File: src/rtl/flac_pkg.sv
// Shared FLAC decoder types: frame sequencer state encoding and default widths.
// Pure declarations; no logic, no timing.
package flac_pkg;

    typedef enum logic [2:0] {
        S_IDLE,
        S_SETUP,
        S_RUN,
        S_NEXT,
        S_DONE
    } state_t;

    localparam int NCH_W_DEF    = 3;
    localparam int BS_W_DEF     = 16;
    localparam int ADDR_W_DEF   = 16;
    localparam int SETUP_CYCLES = 2;

endpackage

File: src/rtl/frame_sequencer.sv
// Walks one FLAC frame through the subframe decoder channel by channel, forwarding tagged samples.
// Sample out one cycle after iSfDone; no back-pressure (the decoder paces everything).
module frame_sequencer
    import flac_pkg::*;
#(
    parameter int NCH_W  = NCH_W_DEF,
    parameter int BS_W   = BS_W_DEF,
    parameter int ADDR_W = ADDR_W_DEF
) (
    input  logic                     iClock,
    input  logic                     iReset,
    input  logic                     iStart,
    input  logic [NCH_W-1:0]         iNChannels,
    input  logic [BS_W-1:0]          iBlockSize,
    input  logic [ADDR_W-1:0]        iFrameAddr,
    input  logic                     iAbort,
    output logic                     oSfReset,
    output logic                     oSfEnable,
    output logic [BS_W-1:0]          oSfNSamples,
    output logic [ADDR_W-1:0]        oSfStartAddr,
    input  logic                     iSfDone,
    input  logic signed [15:0]       iSfSample,
    input  logic [ADDR_W-1:0]        iSfEndAddr,
    output logic signed [15:0]       oSample,
    output logic                     oSampleValid,
    output logic [NCH_W-1:0]         oChannel,
    output logic                     oFrameDone,
    output logic                     oBusy,
    output logic                     oError
);

    localparam logic TMR_LAST = 1'(SETUP_CYCLES - 1);

    state_t           state;
    state_t           state_nxt;
    logic             tmr;
    logic [NCH_W-1:0] nch;
    logic [NCH_W-1:0] chan;
    logic [BS_W-1:0]  bs;
    logic [BS_W-1:0]  cnt;
    logic             last_smp;
    logic             accept;

    // count is compared before it is incremented, so it never needs to reach bs
    assign last_smp    = (cnt == bs - BS_W'(1));
    assign accept      = (state == S_RUN) && iSfDone && !iAbort;
    assign oBusy       = (state != S_IDLE);
    assign oSfNSamples = bs;

    always_ff @(posedge iClock or negedge iReset) begin
        if (!iReset) begin
            state <= S_IDLE;
        end else begin
            state <= state_nxt;
        end
    end

    always_comb begin
        state_nxt  = state;
        oSfReset   = 1'b1;
        oSfEnable  = 1'b0;
        oFrameDone = 1'b0;
        case (state)
            S_IDLE: begin
                if (iStart && (iBlockSize != '0)) state_nxt = S_SETUP;
            end
            S_SETUP: begin
                if (tmr == TMR_LAST) state_nxt = S_RUN;
            end
            S_RUN: begin
                oSfReset  = 1'b0;
                oSfEnable = 1'b1;
                if (iSfDone && last_smp) state_nxt = S_NEXT;
            end
            S_NEXT: begin
                state_nxt = (chan == nch) ? S_DONE : S_SETUP;
            end
            S_DONE: begin
                oFrameDone = 1'b1;
                state_nxt  = S_IDLE;
            end
            default: state_nxt = S_IDLE;
        endcase
        if ((state != S_IDLE) && iAbort) begin
            state_nxt  = S_IDLE;
            oFrameDone = 1'b0;
        end
    end

    always_ff @(posedge iClock or negedge iReset) begin
        if (!iReset) begin
            tmr          <= 1'b0;
            nch          <= '0;
            chan         <= '0;
            bs           <= '0;
            cnt          <= '0;
            oSfStartAddr <= '0;
            oSample      <= '0;
            oSampleValid <= 1'b0;
            oChannel     <= '0;
            oError       <= 1'b0;
        end else begin
            oSampleValid <= 1'b0;
            oError       <= 1'b0;
            case (state)
                S_IDLE: begin
                    tmr <= 1'b0;
                    if (iStart) begin
                        if (iBlockSize == '0) begin
                            oError <= 1'b1;
                        end else begin
                            nch          <= iNChannels;
                            bs           <= iBlockSize;
                            oSfStartAddr <= iFrameAddr;
                            chan         <= '0;
                            cnt          <= '0;
                        end
                    end
                end
                S_SETUP: begin
                    tmr <= (tmr == TMR_LAST) ? 1'b0 : tmr + 1'b1;
                end
                S_RUN: begin
                    if (accept) begin
                        cnt          <= cnt + BS_W'(1);
                        oSample      <= iSfSample;
                        oChannel     <= chan;
                        oSampleValid <= 1'b1;
                        // next channel's subframe starts where this one ended
                        if (last_smp) oSfStartAddr <= iSfEndAddr;
                    end
                end
                S_NEXT: begin
                    cnt <= '0;
                    tmr <= 1'b0;
                    if (!iAbort && (chan != nch)) chan <= chan + NCH_W'(1);
                end
                default: ;
            endcase
        end
    end

endmodule
File: config.mk
export PLATFORM = sky130hd
export DESIGN_NAME = frame_sequencer
export DESIGN_NICKNAME = d
export VERILOG_FILES = /design/src/rtl/flac_pkg.sv /design/src/rtl/frame_sequencer.sv
export SDC_FILE = /design/constraint.sdc
export NUM_CORES = 1
export LEC_CHECK = 0
export BUFFER_PORTS_ARGS = -buffer_cell sky130_fd_sc_hd__buf_2
export CAP_MARGIN = 10
export CELL_PAD_IN_SITES_DETAIL_PLACEMENT = 0
export CELL_PAD_IN_SITES_GLOBAL_PLACEMENT = 2
export CORE_MARGIN = 2
export CORE_UTILIZATION = 27
export DETAILED_ROUTE_END_ITERATION = 6
export GPL_TIMING_DRIVEN = 0
export PLACE_DENSITY_LB_ADDON = 0.12
export SYNTH_ARGS = -nofsm -noshare
export SYNTH_HDL_FRONTEND = slang
export SYNTH_SLANG_ARGS = --single-unit
File: constraint.sdc
create_clock -name iClock -period 3.1 [get_ports iClock]
set_input_delay 0.31 -clock iClock [delete_from_list [all_inputs] [get_ports iClock]]
set_output_delay 0.31 -clock iClock [all_outputs]
set_load 0.1 [all_outputs]
### After elaboration in Yosys (flattened, before gate mapping)

Cells that the tools add are included.

| word-level totals | value |
|---|---|
| register bits | 79 |
| input port bits | 72 |
| output and inout bits | 57 |
| word-level logic and storage cells | 83 |

| operators by class | value |
|---|---|
| add/sub/neg operators | 4 |
| eq/ne operators | 15 |
| mux-type cells | 30 |
| bitwise logic cells | 1 |
| reductions and logical operators | 22 |

Operators by type and width:

| cell | number |
|---|---|
| 16-bit 2-to-1 mux | 7 |
| 16-bit case mux with 3 select lines | 1 |
| 16-bit case mux with 2 select lines | 1 |
| 3-bit 2-to-1 mux | 8 |
| 16-bit by 1-bit adder with 16-bit output, second input constant | 1 |
| 16-bit == test | 1 |
| 16-bit zero test | 1 |
| 16-bit nonzero test | 1 |
| 16-bit by 1-bit subtractor with 16-bit output, second input constant | 1 |
| 3-bit case mux with 4 select lines | 1 |
| 1-bit 2-to-1 mux | 10 |
| 2-bit inequality test, second input constant | 5 |
| 4-bit AND reduction | 2 |
| 3-bit by 2-bit == test with 1-bit output, second input constant | 2 |
| 1-bit logical AND | 6 |
| 3-bit inequality test, second input constant | 2 |
| 3-bit case mux with 2 select lines | 1 |
| 3-bit AND reduction | 2 |
| 2-bit nonzero test | 3 |
| 3-bit nonzero test | 2 |
| 5-bit AND reduction | 1 |
| 3-bit by 1-bit adder with 3-bit output, second input constant | 1 |
| 3-bit by 1-bit == test with 1-bit output, second input constant | 1 |
| 3-bit == test | 1 |
| 10 further kinds | 10 |

### Depth between registers and ports, before layout

| depth | value |
|---|---|
| word-level depth | 6 |
| mapped depth | 12 |
| depth with buffers taken out | 9 |

### Worst setup path after synthesis

OpenSTA, ideal clock, no wires.

| timing path | value |
|---|---|
| path type | flip-flop to output port |
| start point | register state[2] |
| end point | output port oFrameDone |
| arrival time | 3743 ps |
| data required time | 2790 ps |
| slack | -953 ps |
| cell stages (with the launch flop) | 3 |
| buffers on the path | 1 |
| cells stage by stage | dfrtp_1 clkbuf_1 nor4b_1 |

| on the way | value |
|---|---|
| word-level cells in the longest chain between the ends | 3 |
| elaborated cells on any way between the ends | 5 |
| those cells by class | 1 x eq/ne; 2 x mux; 2 x reduce/logical |

RTL lines:

| item | RTL line | source |
|---|---|---|
| start, declared | frame_sequencer.sv:34 | `state_t state;` |
| start signal, assigned | frame_sequencer.sv:54 | `state <= state_nxt;` |
| 3-bit == test / 3-bit nonzero test (equally long branches) | frame_sequencer.sv:63, frame_sequencer.sv:84 |  |
| 1-bit 2-to-1 mux / 1-bit logical AND (equally long branches) | frame_sequencer.sv:63, frame_sequencer.sv:84 |  |
| 1-bit 2-to-1 mux (*) | frame_sequencer.sv:84 | `if ((state != S_IDLE) && iAbort) begin` |
| end, declared | frame_sequencer.sv:27 | `output logic oFrameDone,` |

Every way passes the cells marked *; elsewhere a longest branch is shown, timed or not.

### Final worst setup path

| timing path | value |
|---|---|
| start point | register bs[3] (netlist: oSfNSamples[3]) |
| end point | register oSfStartAddr[3] |

| on the way | value |
|---|---|
| word-level cells in the longest chain between the ends | 4 |

RTL lines:

| item | RTL line | source |
|---|---|---|
| start, declared | frame_sequencer.sv:39 | `logic [BS_W-1:0] bs;` |
| start signal, assigned | frame_sequencer.sv:113 | `bs <= iBlockSize;` |
| 16-bit by 1-bit subtractor with 16-bit output | frame_sequencer.sv:45 | `assign last_smp = (cnt == bs - BS_W'(1));` |
| 16-bit == test | frame_sequencer.sv:45 |  |
| 2-bit inequality test (no line) | - |  |
| 5-bit AND reduction (no line) | - |  |
| end signal, assigned | frame_sequencer.sv:114 | `oSfStartAddr <= iFrameAddr;` |
| end signal, assigned | frame_sequencer.sv:130 | `if (last_smp) oSfStartAddr <= iSfEndAddr;` |
| end, declared | frame_sequencer.sv:20 | `output logic [ADDR_W-1:0] oSfStartAddr,` |

Every way passes these cells.
A chain may end at the register's enable or synchronous reset.

==> results.sh <==
export IMPL_outcome="finished with violations"
export IMPL_violations="setup timing"
export IMPL_p_switching_uw=4300
export IMPL_grt_antenna_before_repair=0
export IMPL_synthTopCellsByCount="nand2_1 (162), dfrtp_1 (79), nor2_1 (44)"
export IMPL_cts_root_buf="clkbuf_16"
export IMPL_crit_path_max_fanout=10
export IMPL_postRouteAntennaNets=0
export IMPL_synth_edff_count=0
export IMPL_synthTopCellsByArea="dfrtp_1 (46%), nand2_1 (14%), mux2i_1 (3.9%), nor2_1 (3.8%), xnor2_1 (3.0%)"
export IMPL_required_ns=3.37
export IMPL_seqPwrFrac=0.237
export IMPL_synth_area_mm2=0.00432
export IMPL_port_buffers=128
export IMPL_grt_max_degree=44
export IMPL_r2r_slack_ns=-0.02
export IMPL_clk_latency_ns=0.34
export IMPL_synth_seq_cells=79
export IMPL_place_hpwl_um=10300
export IMPL_coreArea_mm2=0.0158
export IMPL_p_per_area_mw_per_mm2=1240
export IMPL_dp_slack_ns=-0.455
export IMPL_fin_nets=753
export IMPL_syn_nets=595
export IMPL_end_kind="flop"
export IMPL_wl_per_cell_um=15.8
export IMPL_ios=129
export IMPL_grt_overflow_total=0
export IMPL_slowest_stage="or4_4"
export IMPL_period_minus_slack_ns=3.12
export IMPL_drive_gt1_frac=0.316
export IMPL_cts_tree="done"
export IMPL_yosysSeqAreaShare=0.458
export IMPL_finish_utilization=0.375
export IMPL_period_share=1.01
export IMPL_firstDrtPassIters=5
export IMPL_initial_core_util=0.274
export IMPL_vias=4238
export IMPL_async_flop_share=1.00
export IMPL_place_congestion=0.772
export IMPL_synth_xor_xnor_area_share=0.0467
export IMPL_switching_share=0.586
export IMPL_grt_pass1_vias=4089
export IMPL_rsz0062_at_grt="yes"
export IMPL_cp_start_kind="flop"
export IMPL_hold_viol=0
export IMPL_syn_inst=520
export IMPL_drtIter0Drc=167
export IMPL_yosysTopAreaCellShare=0.458
export IMPL_critical_path_class="reg2reg"
export IMPL_p_leak_uw=0.00274
export IMPL_max_vdd_ir_drop_v=0.000610
export IMPL_holdCritPathClass="in2reg"
export IMPL_crit_buf_inv=3
export IMPL_dieWidth_um=130
export IMPL_grt_first_pass_wirelength_um=22100
export IMPL_relSlewSlack=0.516
export IMPL_via_per_inst=4.71
export IMPL_numCtsBuffers=9
export IMPL_clock_sinks=79
export IMPL_die_h_um=130
export IMPL_grt_use_total=0.170
export IMPL_finalSetupTns_ns=-0.128
export IMPL_yosysTopAreaCell="dfrtp_1"
export IMPL_combPwrFrac=0.611
export IMPL_synthToLayoutAreaGrowth_pct=37.0
export IMPL_worstMarginPinSlew_ns=0.723
export IMPL_fill_cells=1686
export IMPL_drcViolationCount=0
export IMPL_ys_warn_count=0
export IMPL_syn_avg_cell_area_um2=8.30
export IMPL_cap_violations=0
export IMPL_path_clk_slew_ns=0.07
export IMPL_htree_levels=3
export IMPL_pwr_share_clk=0.152
export IMPL_fin_skew_ns=0.00632
export IMPL_rows=46
export IMPL_wl_um=14200
export IMPL_p_int_uw=3040
export IMPL_path_cells="buf_6, or4_4, nor4b_4, a32o_1, a31oi_1, or4_4, or3_4, buf_6, buf_12, a21oi_1"
export IMPL_ctsLongestPathBuffers=2
export IMPL_dieArea_mm2=0.0170
export IMPL_synthAdderAreaFrac=0.00869
export IMPL_max_stage_delay_ns=0.60
export IMPL_setup_viol=12
export IMPL_fin_ws_ns=-0.0208
export IMPL_power_uw=7330
export IMPL_fmax_mhz=320
export IMPL_cp_top_family="simple AND/OR/NAND/NOR gates"
export IMPL_whs_ns=0.149
export IMPL_slew_violations=0
export IMPL_synth_top_family_by_area="simple AND/OR/NAND/NOR gates"
export IMPL_synthSimpleGateAreaFrac=0.279
export IMPL_synthDistinctLibCells=53
export IMPL_synthMuxAreaShare=0.0420
export IMPL_cp_arrival_ns=3.39
export IMPL_ys_flop_type="dfrtp_1"
export IMPL_synth_compound_gate_area_share=0.125
export IMPL_synthMostInstantiatedCell="nand2_1"
worst paths after layout:
path / start / endpoint / cells after the start
hold reg to reg: oSample[9] / oSample[9] / 2
setup reg to reg: oSfNSamples[3] / oSfStartAddr[3] / 10
hold / removal: iSfSample[3] / oSample[3] / 3
min in group asynchronous: iReset / oSfNSamples[4] / 2
max in group asynchronous: iReset / oSfNSamples[3] / 3
setup / recovery: oSfNSamples[3] / oSfStartAddr[3] / 10
metal layers:
metal | share of wire | GRT usage | vias up
met5 | 0 | 0 | -
met1 | 0.45 | 0.228 | 2034
met3 | 0.046 | 0.0346 | 17
li1 | - | - | 2092
met4 | 0.021 | 0.0757 | 0
met2 | 0.48 | 0.266 | 95
cells by family after synthesis:
family                   Yosys count
AO/OA/AOI/OAI                     84
AND/OR/NAND/NOR                  272
buffers and inverters             41
adder cells (fa/ha/maj)            3
multiplexers                      18
XOR/XNOR                          23
flip-flops                        79
what timing repair did:
action                                  in CTS  in global routing
endpoints found under the setup margin      21                 23
gates resized for setup                     10                 25
setup buffers                               15                  7
pin swaps                                    1                  5
endpoints found under the hold margin       36                  0
hold buffers                                 1                  0
registers in the layout (all words and copies together) (netlist names):
register      count
chan              3
cnt              16
nch               3
oChannel          3
oError            1
oSample          16
oSampleValid      1
oSfNSamples      16
oSfStartAddr     16
state             3
tmr               1
layout by cell type, fill, tap and decap left out, types with 8 or more instances in the layout:
master | Yosys | layout
a21oi_2 | 0 | 11
clkbuf_16 | 0 | 9
xor2_1 | 8 | 8
mux2i_1 | 17 | 17
nand3_1 | 12 | 12
nand2_1 | 162 | 161
nor2_1 | 44 | 44
o21ai_0 | 23 | 22
dfrtp_1 | 79 | 67
o31ai_1 | 16 | 15
buf_2 | 2 | 126
a21oi_1 | 21 | 10
buf_4 | 0 | 22
nor3_1 | 12 | 11
dfrtp_2 | 0 | 9
inv_1 | 12 | 11
clkbuf_1 | 21 | 19
xnor2_1 | 15 | 14
power groups by stage:
stage / logic, µW / clock network, µW / registers (µW)
floorplan: 1190 / 0 / 3890
global placement: 4160 / 0 / 1760
detailed placement: 4170 / 0 / 1770
CTS: 4390 / 1150 / 1730
global route: 4740 / 1190 / 1790
finish: 4480 / 1120 / 1740
per-stage QoR:
stage,area [µm²],std cells
after floorplan,4360,520
after global placement,5270,864
after detailed placement,5300,865
after CTS,5770,894
after global routing,5910,899
final,5920,900
worst register-to-register path: cells and delay by family, from the launching register on:
kind | cells | cell delay (ns)
and+or+nand+nor | 4 | 1.84
DFF | 1 | 0.49
buffers and inverters | 3 | 0.41
AOI/OAI and AO/OA | 3 | 0.31
layout make-up:
class	instances	area, µm²	area share
multi-input cells	400	2310	0.390
flip-flops and latches	79	2000	0.338
repair buffers	152	865	0.146
well taps	216	270	0.0457
clock buffers	10	239	0.0404
plain buffers	23	114	0.0192
clock inverters	6	68.8	0.0116
inverters	13	48.8	0.00825
diodes	1	2.50	0.000423
No activity file was read; power rests on OpenSTA's default activity.
